--- src/rtl/spi_frame_scheduler.sv ---
// -----------------------------------------------------------------------------
// spi_frame_scheduler
//
// Buffers 16-bit trace words and hands them to the SPI trace transmitter one
// complete frame at a time. The transmitter is told that a frame holds real
// data only once FRAME_WORDS words are buffered. Each word-pull (tx_free)
// advances a speculative read pointer. The committed frame base moves only
// when the whole frame has gone out. A host frame-reset therefore rewinds to
// the committed base, and the same frame is sent again.
//
// Optional build macro:
//   SPI_SCHED_STATS_EN  - when defined, builds the frames_sent (wrapping) and
//                         rollbacks (saturating) counters. When undefined,
//                         both outputs are tied to zero.
//
// Ports:
//   clk              system clock
//   rst              synchronous, active-high reset
//   in_word          trace word to buffer
//   in_valid         in_word valid
//   in_ready         buffer can accept; a word is written on in_valid && in_ready
//   spi_transmit     a complete frame is available, or a frame is in flight
//   spi_tx_word      buffered word at the read pointer (registered)
//   spi_tx_free      transmitter word-pull (dClk domain, asynchronous)
//   spi_frame_reset  host frame reset (dClk domain, asynchronous)
//   busy             a frame is in flight
//   fill_words       words held, counted from the committed frame base
//   frames_sent      committed-frame count
//   rollbacks        rollback count
//
// dClk must run at clk/4 or slower so that every pulse survives the
// synchroniser and is seen as a separate edge.
// -----------------------------------------------------------------------------
module spi_frame_scheduler #(
    parameter int FRAME_WORDS  = 8,
    parameter int DEPTH_FRAMES = 4,
    parameter int SYNC_STAGES  = 2
) (
    input  logic                                          clk,
    input  logic                                          rst,
    input  logic [15:0]                                   in_word,
    input  logic                                          in_valid,
    output logic                                          in_ready,
    output logic                                          spi_transmit,
    output logic [15:0]                                   spi_tx_word,
    input  logic                                          spi_tx_free,
    input  logic                                          spi_frame_reset,
    output logic                                          busy,
    output logic [$clog2(FRAME_WORDS*DEPTH_FRAMES):0]     fill_words,
    output logic [15:0]                                   frames_sent,
    output logic [7:0]                                    rollbacks
);

    localparam int DEPTH = FRAME_WORDS * DEPTH_FRAMES;
    localparam int AW    = $clog2(DEPTH);
    localparam int PW    = AW + 1;                  // pointer width incl. wrap bit
    localparam int WC_W  = $clog2(FRAME_WORDS + 1);

    localparam logic [PW-1:0]   DEPTH_P    = PW'(DEPTH);
    localparam logic [PW-1:0]   FRAME_P    = PW'(FRAME_WORDS);
    localparam logic [WC_W-1:0] FRAME_WC   = WC_W'(FRAME_WORDS);

    typedef enum logic {
        IDLE = 1'b0,
        SEND = 1'b1
    } state_t;

    // -------------------------------------------------------------------------
    // dClk -> clk synchronisers with rising-edge detect.
    // Index 0 carries tx_free, index 1 carries frame_reset.
    // -------------------------------------------------------------------------
    logic [1:0] async_in;
    logic [1:0] event_pulse;
    logic       take_ev;
    logic       rb_ev;

    assign async_in = {spi_frame_reset, spi_tx_free};

    genvar gi;
    generate
        for (gi = 0; gi < 2; gi++) begin : g_sync
            logic [SYNC_STAGES-1:0] sync_reg;
            logic                   prev_reg;

            always_ff @(posedge clk) begin
                if (rst) begin
                    sync_reg <= '0;
                    prev_reg <= 1'b0;
                end else begin
                    sync_reg <= {sync_reg[SYNC_STAGES-2:0], async_in[gi]};
                    prev_reg <= sync_reg[SYNC_STAGES-1];
                end
            end

            // Only the rising edge is an event; a held level does not repeat.
            assign event_pulse[gi] = sync_reg[SYNC_STAGES-1] & ~prev_reg;
        end
    endgenerate

    assign take_ev = event_pulse[0];
    assign rb_ev   = event_pulse[1];

    // -------------------------------------------------------------------------
    // Pointers and occupancy
    // -------------------------------------------------------------------------
    logic [PW-1:0]   wr_ptr_reg;
    logic [PW-1:0]   rd_ptr_reg;
    logic [PW-1:0]   rd_ptr_next;
    logic [PW-1:0]   rd_ptr_inc;
    logic [PW-1:0]   rd_base_reg;
    logic [PW-1:0]   rd_base_next;
    logic [WC_W-1:0] wcnt_reg;
    logic [WC_W-1:0] wcnt_next;
    logic [WC_W-1:0] wcnt_inc;
    state_t          state_reg;
    state_t          state_next;
    logic            commit;
    logic            rollback;
    logic            wr_en;
    logic            has_frame;

    // Occupancy counts from the committed base, so words of an in-flight
    // frame still count as held and the space they use is not freed.
    assign fill_words   = wr_ptr_reg - rd_base_reg;
    assign in_ready     = (fill_words != DEPTH_P);
    assign wr_en        = in_valid && in_ready;
    assign has_frame    = (fill_words >= FRAME_P);
    assign busy         = (state_reg == SEND);
    assign spi_transmit = (state_reg == SEND) || has_frame;

    // -------------------------------------------------------------------------
    // Frame FSM: next-state and pointer updates
    // -------------------------------------------------------------------------
    always_comb begin
        state_next   = state_reg;
        rd_ptr_next  = rd_ptr_reg;
        rd_base_next = rd_base_reg;
        wcnt_next    = wcnt_reg;
        commit       = 1'b0;
        rollback     = 1'b0;
        rd_ptr_inc   = rd_ptr_reg + PW'(1);
        // wcnt is always zero in IDLE, so this is also the count after the
        // first pull of a frame.
        wcnt_inc     = wcnt_reg + WC_W'(1);

        case (state_reg)
            IDLE: begin
                if (rb_ev) begin
                    // Nothing in flight: rewinding to the base changes nothing.
                    rd_ptr_next = rd_base_reg;
                end else if (take_ev && has_frame) begin
                    rd_ptr_next = rd_ptr_inc;
                    if (wcnt_inc == FRAME_WC) begin
                        rd_base_next = rd_ptr_inc;
                        wcnt_next    = '0;
                        commit       = 1'b1;
                    end else begin
                        wcnt_next  = wcnt_inc;
                        state_next = SEND;
                    end
                end
                // A pull with less than a full frame buffered is ignored.
            end

            SEND: begin
                if (rb_ev) begin
                    // Rollback beats a simultaneous pull, even the last one.
                    rd_ptr_next = rd_base_reg;
                    wcnt_next   = '0;
                    rollback    = 1'b1;
                    state_next  = IDLE;
                end else if (take_ev) begin
                    rd_ptr_next = rd_ptr_inc;
                    if (wcnt_inc == FRAME_WC) begin
                        // Last word has gone out: release the frame.
                        rd_base_next = rd_ptr_inc;
                        wcnt_next    = '0;
                        commit       = 1'b1;
                        state_next   = IDLE;
                    end else begin
                        wcnt_next = wcnt_inc;
                    end
                end
            end

            default: begin
                state_next = IDLE;
            end
        endcase
    end

    always_ff @(posedge clk) begin
        if (rst) begin
            state_reg   <= IDLE;
            wr_ptr_reg  <= '0;
            rd_ptr_reg  <= '0;
            rd_base_reg <= '0;
            wcnt_reg    <= '0;
        end else begin
            state_reg   <= state_next;
            rd_ptr_reg  <= rd_ptr_next;
            rd_base_reg <= rd_base_next;
            wcnt_reg    <= wcnt_next;
            if (wr_en) begin
                wr_ptr_reg <= wr_ptr_reg + PW'(1);
            end
        end
    end

    // -------------------------------------------------------------------------
    // Word storage: simple dual-port RAM with a registered read port.
    // The read follows rd_ptr every cycle. The transmitter samples much later
    // than the one-cycle read latency.
    // -------------------------------------------------------------------------
    logic [15:0] mem [DEPTH];
    logic [15:0] tx_word_reg;

    always_ff @(posedge clk) begin
        if (wr_en) begin
            mem[wr_ptr_reg[AW-1:0]] <= in_word;
        end
    end

    always_ff @(posedge clk) begin
        if (rst) begin
            tx_word_reg <= 16'h0000;
        end else begin
            tx_word_reg <= mem[rd_ptr_reg[AW-1:0]];
        end
    end

    assign spi_tx_word = tx_word_reg;

    // -------------------------------------------------------------------------
    // Statistics
    // -------------------------------------------------------------------------
`ifdef SPI_SCHED_STATS_EN
    logic [15:0] frames_sent_reg;
    logic [7:0]  rollbacks_reg;

    always_ff @(posedge clk) begin
        if (rst) begin
            frames_sent_reg <= 16'h0000;
            rollbacks_reg   <= 8'h00;
        end else begin
            if (commit) begin
                frames_sent_reg <= frames_sent_reg + 16'd1;   // wraps
            end
            if (rollback && (rollbacks_reg != 8'hFF)) begin
                rollbacks_reg <= rollbacks_reg + 8'd1;        // saturates
            end
        end
    end

    assign frames_sent = frames_sent_reg;
    assign rollbacks   = rollbacks_reg;
`else
    logic stats_unused;

    // Without the counters, commit and rollback only steer the FSM.
    assign stats_unused = commit ^ rollback;
    assign frames_sent  = 16'h0000;
    assign rollbacks    = 8'h00;
`endif

endmodule

--- config.mk ---
export PLATFORM = sky130hd
export DESIGN_NAME = spi_frame_scheduler
export DESIGN_NICKNAME = d
export VERILOG_FILES = /design/src/rtl/spi_frame_scheduler.sv
export SDC_FILE = /design/constraint.sdc
export NUM_CORES = 1
export LEC_CHECK = 0
export CORE_ASPECT_RATIO = 1.2
export CORE_MARGIN = 8
export CORE_UTILIZATION = 50
export DETAILED_ROUTE_END_ITERATION = 10
export MAX_ROUTING_LAYER = met4
export PLACE_DENSITY = 0.77
export SLEW_MARGIN = 20
export SYNTH_ARGS = -nofsm -noshare
export SYNTH_HDL_FRONTEND = slang
export SYNTH_SLANG_ARGS = --single-unit
--- constraint.sdc ---
create_clock -name clk -period 3.5 [get_ports clk]
set_input_delay 0.7 -clock clk [delete_from_list [all_inputs] [get_ports clk]]
set_output_delay 0.7 -clock clk [all_outputs]
set_load 0.02 [all_outputs]
==> results of run 1 <==
power breakdown:
group	switching (mW)	total, mW	leakage (nW)	internal, mW
registers	0.0662	7.42	4.98	7.36
clock network	2.32	5.46	0.797	3.14
logic	0.712	1.33	2.00	0.618
total	3.10	14.2	7.79	11.1
layer usage:
metal,share of wire [%],vias up
met4,2.9,0
met3,8.2,93
met2,51,502
li1,-,4463
met5,0,-
met1,38,5425
final cells by class:
| type | count | area [um^2] | share of cell area, % |
|---|---|---|---|
| timing repair buffer | 96 | 846 | 3.39 |
| clock buffer | 71 | 1460 | 5.87 |
| clock inverter | 21 | 191 | 0.768 |
| sequential | 557 | 16300 | 65.3 |
| antenna | 1 | 2.50 | 0.0100 |
| multi-input combinational | 424 | 5390 | 21.6 |
| inverter | 13 | 48.8 | 0.196 |
| tap | 559 | 699 | 2.81 |
cell usage in the layout, fill, tap and decap left out, types with 4 or more instances in the layout:
| cell type | synthesis | routed |
|---|---|---|
| sky130_fd_sc_hd__mux2i_1 | 23 | 23 |
| sky130_fd_sc_hd__a21oi_1 | 17 | 16 |
| sky130_fd_sc_hd__mux2_1 | 5 | 5 |
| sky130_fd_sc_hd__nand4_1 | 4 | 4 |
| sky130_fd_sc_hd__nor4_1 | 5 | 5 |
| sky130_fd_sc_hd__clkbuf_16 | 0 | 53 |
| sky130_fd_sc_hd__edfxtp_1 | 512 | 512 |
| sky130_fd_sc_hd__a211o_1 | 5 | 5 |
| sky130_fd_sc_hd__clkbuf_8 | 0 | 7 |
| sky130_fd_sc_hd__xor2_1 | 7 | 7 |
| sky130_fd_sc_hd__nor2_4 | 0 | 5 |
| sky130_fd_sc_hd__nor2_1 | 51 | 31 |
| sky130_fd_sc_hd__nor2b_2 | 0 | 7 |
| sky130_fd_sc_hd__ha_1 | 11 | 11 |
| sky130_fd_sc_hd__nor3_1 | 9 | 7 |
| sky130_fd_sc_hd__clkinvlp_4 | 0 | 5 |
| sky130_fd_sc_hd__clkdlybuf4s50_1 | 0 | 31 |
| sky130_fd_sc_hd__clkinv_1 | 0 | 4 |
| sky130_fd_sc_hd__and3_1 | 7 | 7 |
| sky130_fd_sc_hd__mux4_2 | 159 | 159 |
| sky130_fd_sc_hd__dfxtp_1 | 45 | 40 |
| sky130_fd_sc_hd__buf_12 | 0 | 6 |
| sky130_fd_sc_hd__nor2b_1 | 21 | 12 |
| sky130_fd_sc_hd__clkbuf_1 | 25 | 11 |
| sky130_fd_sc_hd__buf_4 | 25 | 45 |
| sky130_fd_sc_hd__nor2_2 | 0 | 15 |
| sky130_fd_sc_hd__or3_1 | 4 | 4 |
| sky130_fd_sc_hd__inv_1 | 12 | 12 |
| sky130_fd_sc_hd__a211oi_1 | 11 | 11 |
| sky130_fd_sc_hd__nand2_1 | 11 | 11 |
| sky130_fd_sc_hd__clkinv_2 | 0 | 7 |
| sky130_fd_sc_hd__conb_1 | 1 | 24 |
| sky130_fd_sc_hd__nand2b_1 | 9 | 9 |
| sky130_fd_sc_hd__buf_2 | 17 | 11 |
| sky130_fd_sc_hd__nand3_1 | 8 | 8 |
worst max-delay path, stage by stage, from the launching register on:
cell                       delay (ns)
sky130_fd_sc_hd__dfxtp_1         0.33
sky130_fd_sc_hd__inv_1           0.06
sky130_fd_sc_hd__ha_1            0.21
sky130_fd_sc_hd__fa_1            0.40
sky130_fd_sc_hd__nand2b_1        0.17
sky130_fd_sc_hd__a21oi_2         0.13
sky130_fd_sc_hd__xor2_1          0.21
sky130_fd_sc_hd__or3_1           0.25
sky130_fd_sc_hd__o211ai_2        0.30
sky130_fd_sc_hd__nor2b_2         0.96
kinds of logic (layout without fill, tap and decap cells):
| group | Yosys count | in the layout | synth area share [%] |
|---|---|---|---|
| compound gates | 55 | 55 | 1.74 |
| xor+xnor | 9 | 9 | 0.359 |
| fa+ha+maj | 12 | 12 | 0.717 |
| buf+inv | 93 | 201 | 2.35 |
| flops | 557 | 557 | 74.1 |
| mux | 187 | 187 | 17.6 |
| other cells | 1 | 25 | 0.0171 |
| simple gates | 137 | 137 | 3.15 |
worst min path at each step:
stage               slack, ns                             start                                to  cells past startpoint
detailed placement       0.44  g_sync[0].sync_reg[0]$_SDFF_PP0_  g_sync[0].sync_reg[1]$_SDFF_PP0_                      1
finish                   0.45  g_sync[0].sync_reg[0]$_SDFF_PP0_  g_sync[0].sync_reg[1]$_SDFF_PP0_                      1
floorplan                0.41  g_sync[0].sync_reg[0]$_SDFF_PP0_  g_sync[0].sync_reg[1]$_SDFF_PP0_                      1
global placement         0.42  g_sync[0].sync_reg[0]$_SDFF_PP0_  g_sync[0].sync_reg[1]$_SDFF_PP0_                      1
global route             0.47  g_sync[0].sync_reg[0]$_SDFF_PP0_  g_sync[0].sync_reg[1]$_SDFF_PP0_                      1
CTS                      0.45  g_sync[0].sync_reg[0]$_SDFF_PP0_  g_sync[0].sync_reg[1]$_SDFF_PP0_                      1
what timing repair did:
action	in CTS	in global routing
setup endpoints to repair	4	226
cloned	0	0
pin swaps	0	1
buffers inserted	0	1
gates resized for setup	10	8
==> flow_metrics.py, run 1 <==
metrics = {
    "status": {
        "status": "complete, no violations",
    },
    "cells_and_area": {
        "finish.cell_count_without_fillers": 1742,
        "design.final.nets": 1175,
        "postLayoutCoreUtil_pct": 57.2,
        "final_layout_size_suffix_gt1_share_pct": 28.8,
        "largest_register_ffs": 512,
        "postLayoutCellArea_um2": 24900,
        "area_delta_synth_final_pct": 13.5,
        "fillerInstances": 3056,
    },
    "die": {
        "fp.dieW_um": 207,
        "rows": 84,
        "die-area_um2": 50900,
        "core_area_um2": 43600,
        "dieHeight_um": 246,
        "floorplan.initialDensity_pct": 50.4,
        "io_pins": 70,
    },
    "sta": {
        "period_minus_slack_ns": 3.42,
        "finalMaxSlewViolations": 0,
        "max_freq_mhz": 293,
        "whs_ns": 0.452,
        "clock-skew-final_ns": 0.0153,
        "final-hold-violation-count": 0,
        "final_critical_path_setup_slack_ns": 0.0844,
        "timing.slew.headroom_pct": 22.4,
        "report.final.setup_viol": 0,
        "timing_worst_slew_pin_value_ns": 1.16,
        "setup_tns_ns": 0,
        "grt_setup_unrepaired": "yes",
        "timing.final.crit_share_pct": 97.6,
    },
    "place": {
        "io_buffers": 45,
        "hpwlAfterDp_um": 26200,
        "gp_congestion": 0.849,
        "detailed_place.area_um2": 23300,
        "dp_slack_ns": 0.0784,
        "dp.cells": 1648,
    },
    "global_route": {
        "track_usage_pct": 19.1,
        "grt_first_pass_wirelength_um": 70600,
        "groute.layer.met1.usage_pct": 23.2,
        "globalRouteOverflowTotal": 0,
        "antenna_found_initial": 1,
        "grt_busiest_layer": "met2",
        "grt_pass1_vias": 11100,
        "grt_util_met2_pct": 32.2,
        "global_route.usage.met3_pct": 3.56,
        "pin_count_of_the_biggest_net_entering_global_routing": 77,
    },
    "power": {
        "cellLeakagePower_nw": 7.79,
        "vdd_ir_drop_max_mv": 0.359,
        "power_mw": 14.2,
        "power-per-cell-area_nw_per_um2": 570,
    },
    "setup_path": {
        "cp-end-kind": "register",
        "critPathLaunchType": "register",
        "timing.critical_path.to": "mem[3][10]$_DFFE_PP_",
        "setup.worst_path.start": "wr_ptr_reg[0]$_SDFFE_PP0P_",
        "cp.required_ns": 3.68,
        "worst_r2r_dst": "mem[3][10]$_DFFE_PP_",
        "reg2reg_depth": 9,
        "regToRegStartpoint": "wr_ptr_reg[0]$_SDFFE_PP0P_",
        "worst-setup-path-type": "reg -> reg",
        "cp_max_fo": 16,
        "worst_ep_arrival_time_ns": 3.60,
        "setup.reg_to_reg.worst_slack_ns": 0.08,
    },
    "synth": {
        "avgSynthCellArea_um2": 20.9,
        "ys_async_sr_fraction_pct": 0,
        "synth.yosys.seq_area_share_pct": 74.1,
        "ys_warn_count": 0,
        "mappedNetlistArea_um2": 22000,
        "synth_most_common_cell": "sky130_fd_sc_hd__edfxtp_1",
        "synth-edff-count": 512,
        "synth_largest_area_cell": "sky130_fd_sc_hd__edfxtp_1",
        "synth.area.top_cells": "sky130_fd_sc_hd__edfxtp_1 70%, sky130_fd_sc_hd__mux4_2 16%, sky130_fd_sc_hd__dfxtp_1 4.1%",
        "synth-seq-cells": 557,
        "synth_top_area_share_pct": 70.0,
        "ys_flop_type": "sky130_fd_sc_hd__edfxtp_1",
        "synth.lib_cells_used.distinct": 51,
        "mapped_cells": 1051,
        "post_synth_most_frequent_cells": "512 x sky130_fd_sc_hd__edfxtp_1, 159 x sky130_fd_sc_hd__mux4_2, 51 x sky130_fd_sc_hd__nor2_1, 45 x sky130_fd_sc_hd__dfxtp_1",
    },
    "run": {
        "cap_violations": 0,
    },
    "detailed_routing": {
        "detail-route-antenna-nets": 0,
        "post_drt_wl_per_cell_um": 27.0,
        "drt-vias-per-instance": 6.02,
        "post-route-drc-count": 0,
        "drt-total-wl_um": 47100,
        "dr_total_vias": 10500,
        "drt_iter0_drc": 932,
        "detail_route.first_pass.iterations": 5,
    },
    "clocking": {
        "clk_transition_reported_paths_ns": 0.06,
        "cts_buffers": 50,
        "tritoncts": "done",
        "clockRootBuffer": "sky130_fd_sc_hd__clkbuf_16",
        "cts.hold.buffers_added": 0,
        "ctsHtreeMaxLevel": 2,
        "insertion_delay_ns": 0.57,
        "cts-root-to-sink-buffers": 3,
        "cts_num_sinks": 557,
    },
    "hold_path": {
        "hold_path_class": "reg -> reg",
    },
}
Note: power is estimated with default switching activity, not from simulation.
==> inputs of run 2 (changes only) <==
Settings changed: TNS_END_PERCENT set to 30.
==> run 2 against run 1 <==
Effect of this change: critical path depth grew 1; die area unchanged; first-iteration DRC count increased by 43%; routed wire length increased by 5.0%; highest routed layer unchanged.
==> flow_metrics.py, run 2 (synthesized netlist as in run 1, its figures left out) <==
metrics = {
    "place": {
        "gp_congestion": 0.870,
        "io_buffers": 45,
        "hpwlAfterDp_um": 29700,
        "dp.cells": 1674,
        "detailed_place.area_um2": 23500,
        "dp_slack_ns": 0.0675,
    },
    "sta": {
        "period_minus_slack_ns": 3.36,
        "timing.final.crit_share_pct": 96.0,
        "timing.slew.headroom_pct": 28.0,
        "timing_worst_slew_pin_value_ns": 1.08,
        "final_critical_path_setup_slack_ns": 0.142,
        "final-hold-violation-count": 0,
        "setup_tns_ns": 0,
        "max_freq_mhz": 298,
        "clock-skew-final_ns": 0.0283,
        "report.final.setup_viol": 0,
        "finalMaxSlewViolations": 0,
        "grt_setup_unrepaired": "yes",
    },
    "global_route": {
        "grt_pass1_vias": 11200,
        "antenna_found_initial": 3,
        "track_usage_pct": 20.1,
        "globalRouteOverflowTotal": 0,
        "grt_first_pass_wirelength_um": 74100,
        "pin_count_of_the_biggest_net_entering_global_routing": 46,
    },
    "cells_and_area": {
        "layout_commonest_cell": "sky130_fd_sc_hd__edfxtp_1",
        "final_layout_size_suffix_gt1_share_pct": 30.4,
        "sequential_cell_area_um2": 16300,
        "area_delta_synth_final_pct": 14.5,
        "fillerInstances": 2985,
        "design.final.nets": 1203,
        "largest_register_ffs": 512,
        "postLayoutCoreUtil_pct": 57.7,
        "finish.cell_count_without_fillers": 1773,
        "postLayoutCellArea_um2": 25200,
        "layout_common_cells": "512 x sky130_fd_sc_hd__edfxtp_1, 159 x sky130_fd_sc_hd__mux4_2, 70 x sky130_fd_sc_hd__buf_4, 51 x sky130_fd_sc_hd__clkbuf_16, 41 x sky130_fd_sc_hd__dfxtp_1",
        "multiInputGateArea_um2": 5360,
    },
    "detailed_routing": {
        "drt-total-wl_um": 49400,
        "post_drt_wl_per_cell_um": 27.9,
        "detail-route-antenna-nets": 0,
        "post-route-drc-count": 0,
        "drt-vias-per-instance": 6.11,
        "drt_iter0_drc": 1329,
        "detail_route.first_pass.iterations": 5,
        "dr_total_vias": 10800,
    },
    "clocking": {
        "cts.hold.buffers_added": 0,
        "insertion_delay_ns": 0.59,
        "cts_num_sinks": 557,
        "cts-root-to-sink-buffers": 3,
        "cts_buffers": 51,
        "tritoncts": "done",
        "clockRootBuffer": "sky130_fd_sc_hd__clkbuf_16",
        "ctsHtreeMaxLevel": 2,
        "clk_transition_reported_paths_ns": 0.06,
    },
    "die": {
        "io_pins": 70,
        "floorplan.initialDensity_pct": 50.4,
        "rows": 84,
        "dieHeight_um": 246,
        "die-area_um2": 50900,
        "core_area_um2": 43600,
        "fp.dieW_um": 207,
    },
    "setup_path": {
        "cp_max_fo": 4,
        "worst-setup-path-type": "reg -> out",
        "critPathLaunchType": "register",
        "worst_ep_arrival_time_ns": 2.66,
        "cp.required_ns": 2.80,
        "cp-end-kind": "primary output",
    },
    "status": {
        "status": "complete, no violations",
    },
    "run": {
        "cap_violations": 0,
    },
    "power": {
        "p_switching_mw": 3.22,
        "power-per-cell-area_nw_per_um2": 573,
        "clock_power_share_pct": 39.0,
        "cellLeakagePower_nw": 7.96,
        "switching_share_pct": 22.3,
        "pwr-share-comb_pct": 9.5,
        "vdd_ir_drop_max_mv": 0.438,
        "p_int_mw": 11.2,
        "seq_power_share_pct": 51.5,
    },
    "hold_path": {
        "hold_path_class": "reg -> reg",
    },
}
run 2: changes by cell type in the layout (fill, tap and decap cells not counted), sizes merged:
| cell | previous run | this run |
|---|---|---|
| clkinv | 12 | 18 |
| dlymetal6s2s | 0 | 1 |
| diode | 1 | 2 |
| buf | 62 | 89 |
| inv | 13 | 15 |
| dlygate4sd2 | 2 | 1 |
| clkbuf | 72 | 65 |
| bufinv | 3 | 6 |
| clkinvlp | 6 | 5 |
run 2: path summary, 6_finish.rpt:
path	start	endpoint	slack (ns)	cells past startpoint
worst min register to register	g_sync[1].sync_reg[0]$_SDFF_PP0_	g_sync[1].sync_reg[1]$_SDFF_PP0_	0.46	1
worst max-delay path	wr_ptr_reg[0]$_SDFFE_PP0P_	spi_transmit	0.14	10
worst max register to register	wr_ptr_reg[0]$_SDFFE_PP0P_	mem[15][0]$_DFFE_PP_	0.15	12
worst min-delay path	g_sync[1].sync_reg[0]$_SDFF_PP0_	g_sync[1].sync_reg[1]$_SDFF_PP0_	0.46	1
run 2: critical path: stages, from the launching register on:
cell and delay, ns:
sky130_fd_sc_hd__dfxtp_1 0.33, sky130_fd_sc_hd__inv_1 0.06, sky130_fd_sc_hd__ha_1 0.21, sky130_fd_sc_hd__fa_1 0.40, sky130_fd_sc_hd__nand2b_1 0.17, sky130_fd_sc_hd__a21oi_2 0.14, sky130_fd_sc_hd__xor2_1 0.11, sky130_fd_sc_hd__buf_4 0.16
sky130_fd_sc_hd__nor3_2 0.19, sky130_fd_sc_hd__nand2_1 0.13, sky130_fd_sc_hd__buf_2 0.19
run 2: layout make-up:
class	count	share of cell area (%)
Timing Repair Buffer	123	4.21
Multi-Input combinational cell	424	21.3
Inverter	13	0.194
Tap cell	559	2.78
Antenna cell	2	0.0199
Clock buffer	64	5.35
Clock inverter	31	1.41
Sequential cell	557	64.7
run 2: what timing repair did:
action | 4_1_cts | 5_1_grt
endpoints found under the setup margin | 3 | 154
setup buffers | 1 | 1
pin swaps | 2 | 1
gates resized for setup | 5 | 9
run 2: stage by stage:
| step | hold slack (ns) | power, mW |
|---|---|---|
| floorplan | 0.414 | 8.43 |
| global placement | 0.434 | 8.91 |
| detailed placement | 0.426 | 8.94 |
| CTS | 0.463 | 14.5 |
| global route | 0.477 | 14.8 |
| finish | 0.459 | 14.4 |
run 2: power by group through the flow:
stage | clock, mW | combinational, mW | sequential (mW)
3_3_place_gp | 0 | 1.35 | 7.56
5_1_grt | 5.94 | 1.46 | 7.42
4_1_cts | 5.69 | 1.39 | 7.42
3_5_place_dp | 0 | 1.38 | 7.56
2_1_floorplan | 0 | 0.865 | 7.56
6_report | 5.61 | 1.37 | 7.42
run 2: metal layers:
layer	vias to the layer above	global-route usage (%)	share of wire (%)
met2	532	33.0	50
met4	0	8.02	4.2
met3	113	3.98	8.3
li1	4524	-	-
met5	-	-	0
met1	5657	24.7	37
==> inputs of run 3 (changes only) <==
--- a/constraint.sdc
+++ b/constraint.sdc
@@ -3,2 +3,2 @@
 set_output_delay 0.7 -clock clk [all_outputs]
-set_load 0.02 [all_outputs]
+set_load 0.1 [all_outputs]
==> run 3 against run 2 <==
Effect of this change: core utilization down 0.16 points; clock skew up 0.0023 ns; worst hold slack worse by 0.011 ns; power up 4.6%; die area unchanged; flip-flop and latch count unchanged; combinational power up 29%; critical path depth down 1; critical path type unchanged; largest cell class unchanged; highest routed layer unchanged.
==> flow_metrics.py, run 3 (synthesized netlist as in run 1, its figures left out) <==
metrics = {
    "status": {
        "status": "complete, no violations",
    },
    "power": {
        "power_mw": 15.1,
        "pwr-share-comb_pct": 11.8,
        "p_int_mw": 11.4,
        "power-per-cell-area_nw_per_um2": 600,
        "switching_share_pct": 24.0,
        "cellLeakagePower_nw": 7.78,
        "clock_power_share_pct": 38.9,
        "p_switching_mw": 3.62,
        "vdd_ir_drop_max_mv": 0.326,
        "seq_power_share_pct": 49.4,
    },
    "sta": {
        "clock-skew-final_ns": 0.0306,
        "report.final.setup_viol": 0,
        "final_critical_path_setup_slack_ns": 0.115,
        "final-hold-violation-count": 0,
        "timing_worst_slew_pin_value_ns": 1.08,
        "timing.final.crit_share_pct": 96.7,
        "grt_setup_unrepaired": "no",
        "finalMaxSlewViolations": 0,
        "max_freq_mhz": 295,
        "timing.slew.headroom_pct": 28.3,
        "setup_tns_ns": 0,
        "period_minus_slack_ns": 3.39,
    },
    "cells_and_area": {
        "postLayoutCellArea_um2": 25100,
        "finish.cell_count_without_fillers": 1728,
        "design.final.nets": 1160,
        "multiInputGateArea_um2": 5470,
        "final_layout_size_suffix_gt1_share_pct": 28.7,
        "layout_common_cells": "512 x sky130_fd_sc_hd__edfxtp_1, 159 x sky130_fd_sc_hd__mux4_2, 51 x sky130_fd_sc_hd__clkbuf_16, 37 x sky130_fd_sc_hd__dfxtp_1",
        "layout_commonest_cell": "sky130_fd_sc_hd__edfxtp_1",
        "largest_register_ffs": 512,
        "area_delta_synth_final_pct": 14.1,
        "fillerInstances": 2996,
        "sequential_cell_area_um2": 16300,
    },
    "detailed_routing": {
        "drt-vias-per-instance": 6.08,
        "drt-total-wl_um": 47400,
        "detail_route.first_pass.iterations": 5,
        "post-route-drc-count": 0,
        "drt_iter0_drc": 1098,
        "post_drt_wl_per_cell_um": 27.4,
        "detail-route-antenna-nets": 0,
        "dr_total_vias": 10500,
    },
    "setup_path": {
        "cp.required_ns": 2.80,
        "critPathLaunchType": "register",
        "worst-setup-path-type": "reg -> out",
        "crit_path_cell_trace": "ha_1, and2_1, o21a_1, a31oi_1, and2_2, buf_6, inv_4, nand2_2, buf_12",
        "path_depth": 9,
        "reg2reg_depth": 9,
        "worst_ep_arrival_time_ns": 2.69,
        "setup.worst_path.start": "wr_ptr_reg[4]$_SDFFE_PP0P_",
        "cp_slowest_cell": "sky130_fd_sc_hd__ha_1",
        "cp-end-kind": "primary output",
        "regToRegStartpoint": "wr_ptr_reg[0]$_SDFFE_PP0P_",
        "cell_type_group_with_the_largest_total_delay_on_the_critical_path": "simple AND/OR/NAND/NOR gates",
        "cp_max_fo": 18,
        "timing.critical_path.slowest_cell_delay_ns": 0.41,
        "critPathBufInv": 3,
    },
    "place": {
        "detailed_place.area_um2": 23300,
        "io_buffers": 45,
        "gp_congestion": 0.872,
        "hpwlAfterDp_um": 29100,
        "dp_slack_ns": 0.153,
        "dp.cells": 1634,
    },
    "die": {
        "die-area_um2": 50900,
        "fp.dieW_um": 207,
        "dieHeight_um": 246,
        "floorplan.initialDensity_pct": 50.4,
        "rows": 84,
        "core_area_um2": 43600,
        "io_pins": 70,
    },
    "clocking": {
        "insertion_delay_ns": 0.59,
        "clockRootBuffer": "sky130_fd_sc_hd__clkbuf_16",
        "cells_resized_by_post_cts_repair": 5,
        "postCtsSetupBuffers": 0,
        "ctsHtreeMaxLevel": 2,
        "cts-root-to-sink-buffers": 3,
        "cts_buffers": 50,
        "clk_transition_reported_paths_ns": 0.06,
        "tritoncts": "done",
        "cts_num_sinks": 557,
        "cts.hold.buffers_added": 0,
    },
    "hold_path": {
        "worst_hold_startpoint": "g_sync[1].sync_reg[0]$_SDFF_PP0_",
        "timing.hold.worst_path_depth": 1,
        "hold_path_class": "reg -> reg",
    },
    "global_route": {
        "grt_first_pass_wirelength_um": 71300,
        "globalRouteOverflowTotal": 0,
        "pin_count_of_the_biggest_net_entering_global_routing": 53,
        "track_usage_pct": 19.4,
        "antenna_found_initial": 0,
        "grt_pass1_vias": 10800,
    },
    "run": {
        "cap_violations": 0,
    },
}
## run 3: changes by cell type in the layout (fill, tap and decap cells not counted), moves of 4 or more
cell                              previous run  this run
sky130_fd_sc_hd__buf_2                      11         1
sky130_fd_sc_hd__buf_4                      70        35
sky130_fd_sc_hd__bufinv_16                   6        10
sky130_fd_sc_hd__clkdlybuf4s50_1            31        35
sky130_fd_sc_hd__clkinv_1                    4         8
sky130_fd_sc_hd__clkinv_2                   12         7
sky130_fd_sc_hd__dfxtp_1                    41        37
sky130_fd_sc_hd__dfxtp_2                     2         6
sky130_fd_sc_hd__nor2_2                     20        15
sky130_fd_sc_hd__nor2_4                      0         5
## run 3: area by class of cell
cell class,count,share of cell area [%]
Clock buffer,60,5.26
Multi-Input combinational cell,424,21.8
Inverter,13,0.204
Antenna cell,1,0.00998
Clock inverter,33,1.78
Sequential cell,557,64.9
Tap cell,559,2.79
Timing Repair Buffer,81,3.23
## run 3: worst reg2reg max path, delay by kind of cell, from the launching register on
kind	cells	cell delay, ns
AND/OR/NAND/NOR	3	1.22
flip-flops	1	0.39
adder cells (fa/ha/maj)	2	0.54
AO/OA/AOI/OAI	2	0.52
XOR/XNOR	1	0.25
buffers and inverters	1	0.08
## run 3: power by group through the flow
stage / sequential [mW] / combinational, mW / clock [mW]
final: 7.43 / 1.77 / 5.86
after global placement: 7.57 / 1.73 / 0
after detailed placement: 7.58 / 1.75 / 0
after global routing: 7.44 / 1.85 / 6.19
after floorplan: 7.74 / 1.05 / 0
after CTS: 7.43 / 1.77 / 5.94
## run 3: metal layers
metal | track usage [%] | routed length (um)
met1 | 25.9 | 19300
met2 | 29.6 | 22500
met3 | 3.89 | 3980
met4 | 6.94 | 1530
met5 | - | 0
## run 3: final timing paths
kind	to	slack (ns)
max	in_ready	0.11
min	g_sync[1].sync_reg[1]$_SDFF_PP0_	0.45
max reg2reg	mem[5][13]$_DFFE_PP_	0.14
min reg2reg	g_sync[1].sync_reg[1]$_SDFF_PP0_	0.45
## run 3: per-stage QoR
step                      util, %  hold slack [ns]
after floorplan                 -            0.414
after global placement       53.4            0.434
after detailed placement     53.4            0.435
after CTS                    57.5            0.452
after global routing         57.5            0.468
final                        57.5            0.448
==> RTL change: new RTL, config.mk and constraints of run 1 <==
Change the parameter `FRAME_WORDS` from 8 to 4.
--- a/src/rtl/spi_frame_scheduler.sv
+++ b/src/rtl/spi_frame_scheduler.sv
@@ -33,5 +33,5 @@
 // -----------------------------------------------------------------------------
 module spi_frame_scheduler #(
-    parameter int FRAME_WORDS  = 8,
+    parameter int FRAME_WORDS  = 4,
     parameter int DEPTH_FRAMES = 4,
     parameter int SYNC_STAGES  = 2
Interface: changed (resized fill_words); port bits go from 70 to 69. The function was not compared with the original's and may differ.
==> RTL change against run 1 <==
Design area down 46%. Routed wire length fell by 48%. Area after synthesis shrank 46%. Power fell by 47%. Count of clock-buffer cells in the layout down 32. Sequential cell count shrank 260. Register-to-register slack improved by 0.49 ns. First-iteration DRC count down 42%. Setup slack got worse by 0.065 ns. Largest cell class unchanged.
==> RTL change: results (changes against run 1) <==
* Status: finished, final reports clean
* Synth top cells by count: edfxtp_1 (256), mux4_2 (80), dfxtp_1 (41)
* Vias at 5697 (-46%)
* Vias in the first global route at 6004 (-46%)
* Synth Area in XOR/XNOR at 1.04% (+0.68 points)
* Ant diodes at 0 (-1)
* Worst Path Max Fanout at 5 (-11)
* Final GP Congestion at 0.756 (-11%)
* Sequential area share after synthesis at 72.3% (-1.8 points)
* Leakage at 4.48 nW (-42%)
* Layout cell share with drive strength beyond 1 at 25.3% (-3.5 points)
* R2R setup slack at 0.57 ns (+0.49 ns)
* Final nets at 694 (-41%)
* Adder-cell area share of the yosys netlist at 1.34% (+0.62 points)
* Post-Synthesis Cells at 589 (-44%)
* Num CTS Buffers at 28 (-44%)
* Multiplexer share of the synthesized area at 16.0% (-1.6 points)
* Setup WS pre-CTS at 0.0502 ns (-0.0282 ns)
* Overall Power at 7.54 mW (-47%)
* Count of cell types in the netlist at 46 (-9.8%)
* Post-synth EDFFs at 256 (-50%)
* FF-to-FF path depth at 10 (+1)
* Clock latency at the later pin of the worst-skew pair at 0.54 ns (-0.03 ns)
* Worst EP arrival at 2.78 ns (-0.82 ns)
* Hold Slack at 0.451 ns (-0.000683 ns)
* Synth Area in Compound Gates at 2.34% (+0.60 points)
* DP HPWL at 13500 um (-49%)
* Int Pwr at 5.97 mW (-46%)
* Tot GR Track Use at 17.9% (-1.2 points)
* Drt total wl at 24600 um (-48%)
* Cells after DPL at 946 (-43%)
-- RTL change: changes by cell type in the layout (fill, tap and decap cells not counted), sizes merged, moves of 16 or more --
| cell | change |
|---|---|
| edfxtp | -256 |
| mux4 | -79 |
| buf | -34 |
| clkbuf | -33 |
| nor2 | -26 |
| mux2i | -16 |
-- RTL change: worst reg2reg max path: stages (launching register included) --
cell and delay [ns]:
dfxtp_2 0.35, inv_2 0.08, ha_1 0.16, inv_1 0.06, fa_2 0.41, a211oi_2 0.28, nor3_2 0.11, or2_4 0.28
o311ai_2 0.54, nor2b_2 0.10, buf_4 0.27
-- RTL change: area by class of cell --
type                       instances  area share, %
sequential                       297           62.8
multi-input combinational        255           22.5
clock buffer                      39           5.85
timing repair buffer              69           4.62
tap                              315           2.91
clock inverter                    13           1.02
inverter                          10          0.277
-- RTL change: metal layers --
layer	vias up	share of wire, %	global-route usage, %
met4	0	3.0	7.85
met2	241	52	30.5
met5	-	0	-
li1	2456	-	-
met3	53	7.4	2.40
met1	2947	37	20.9
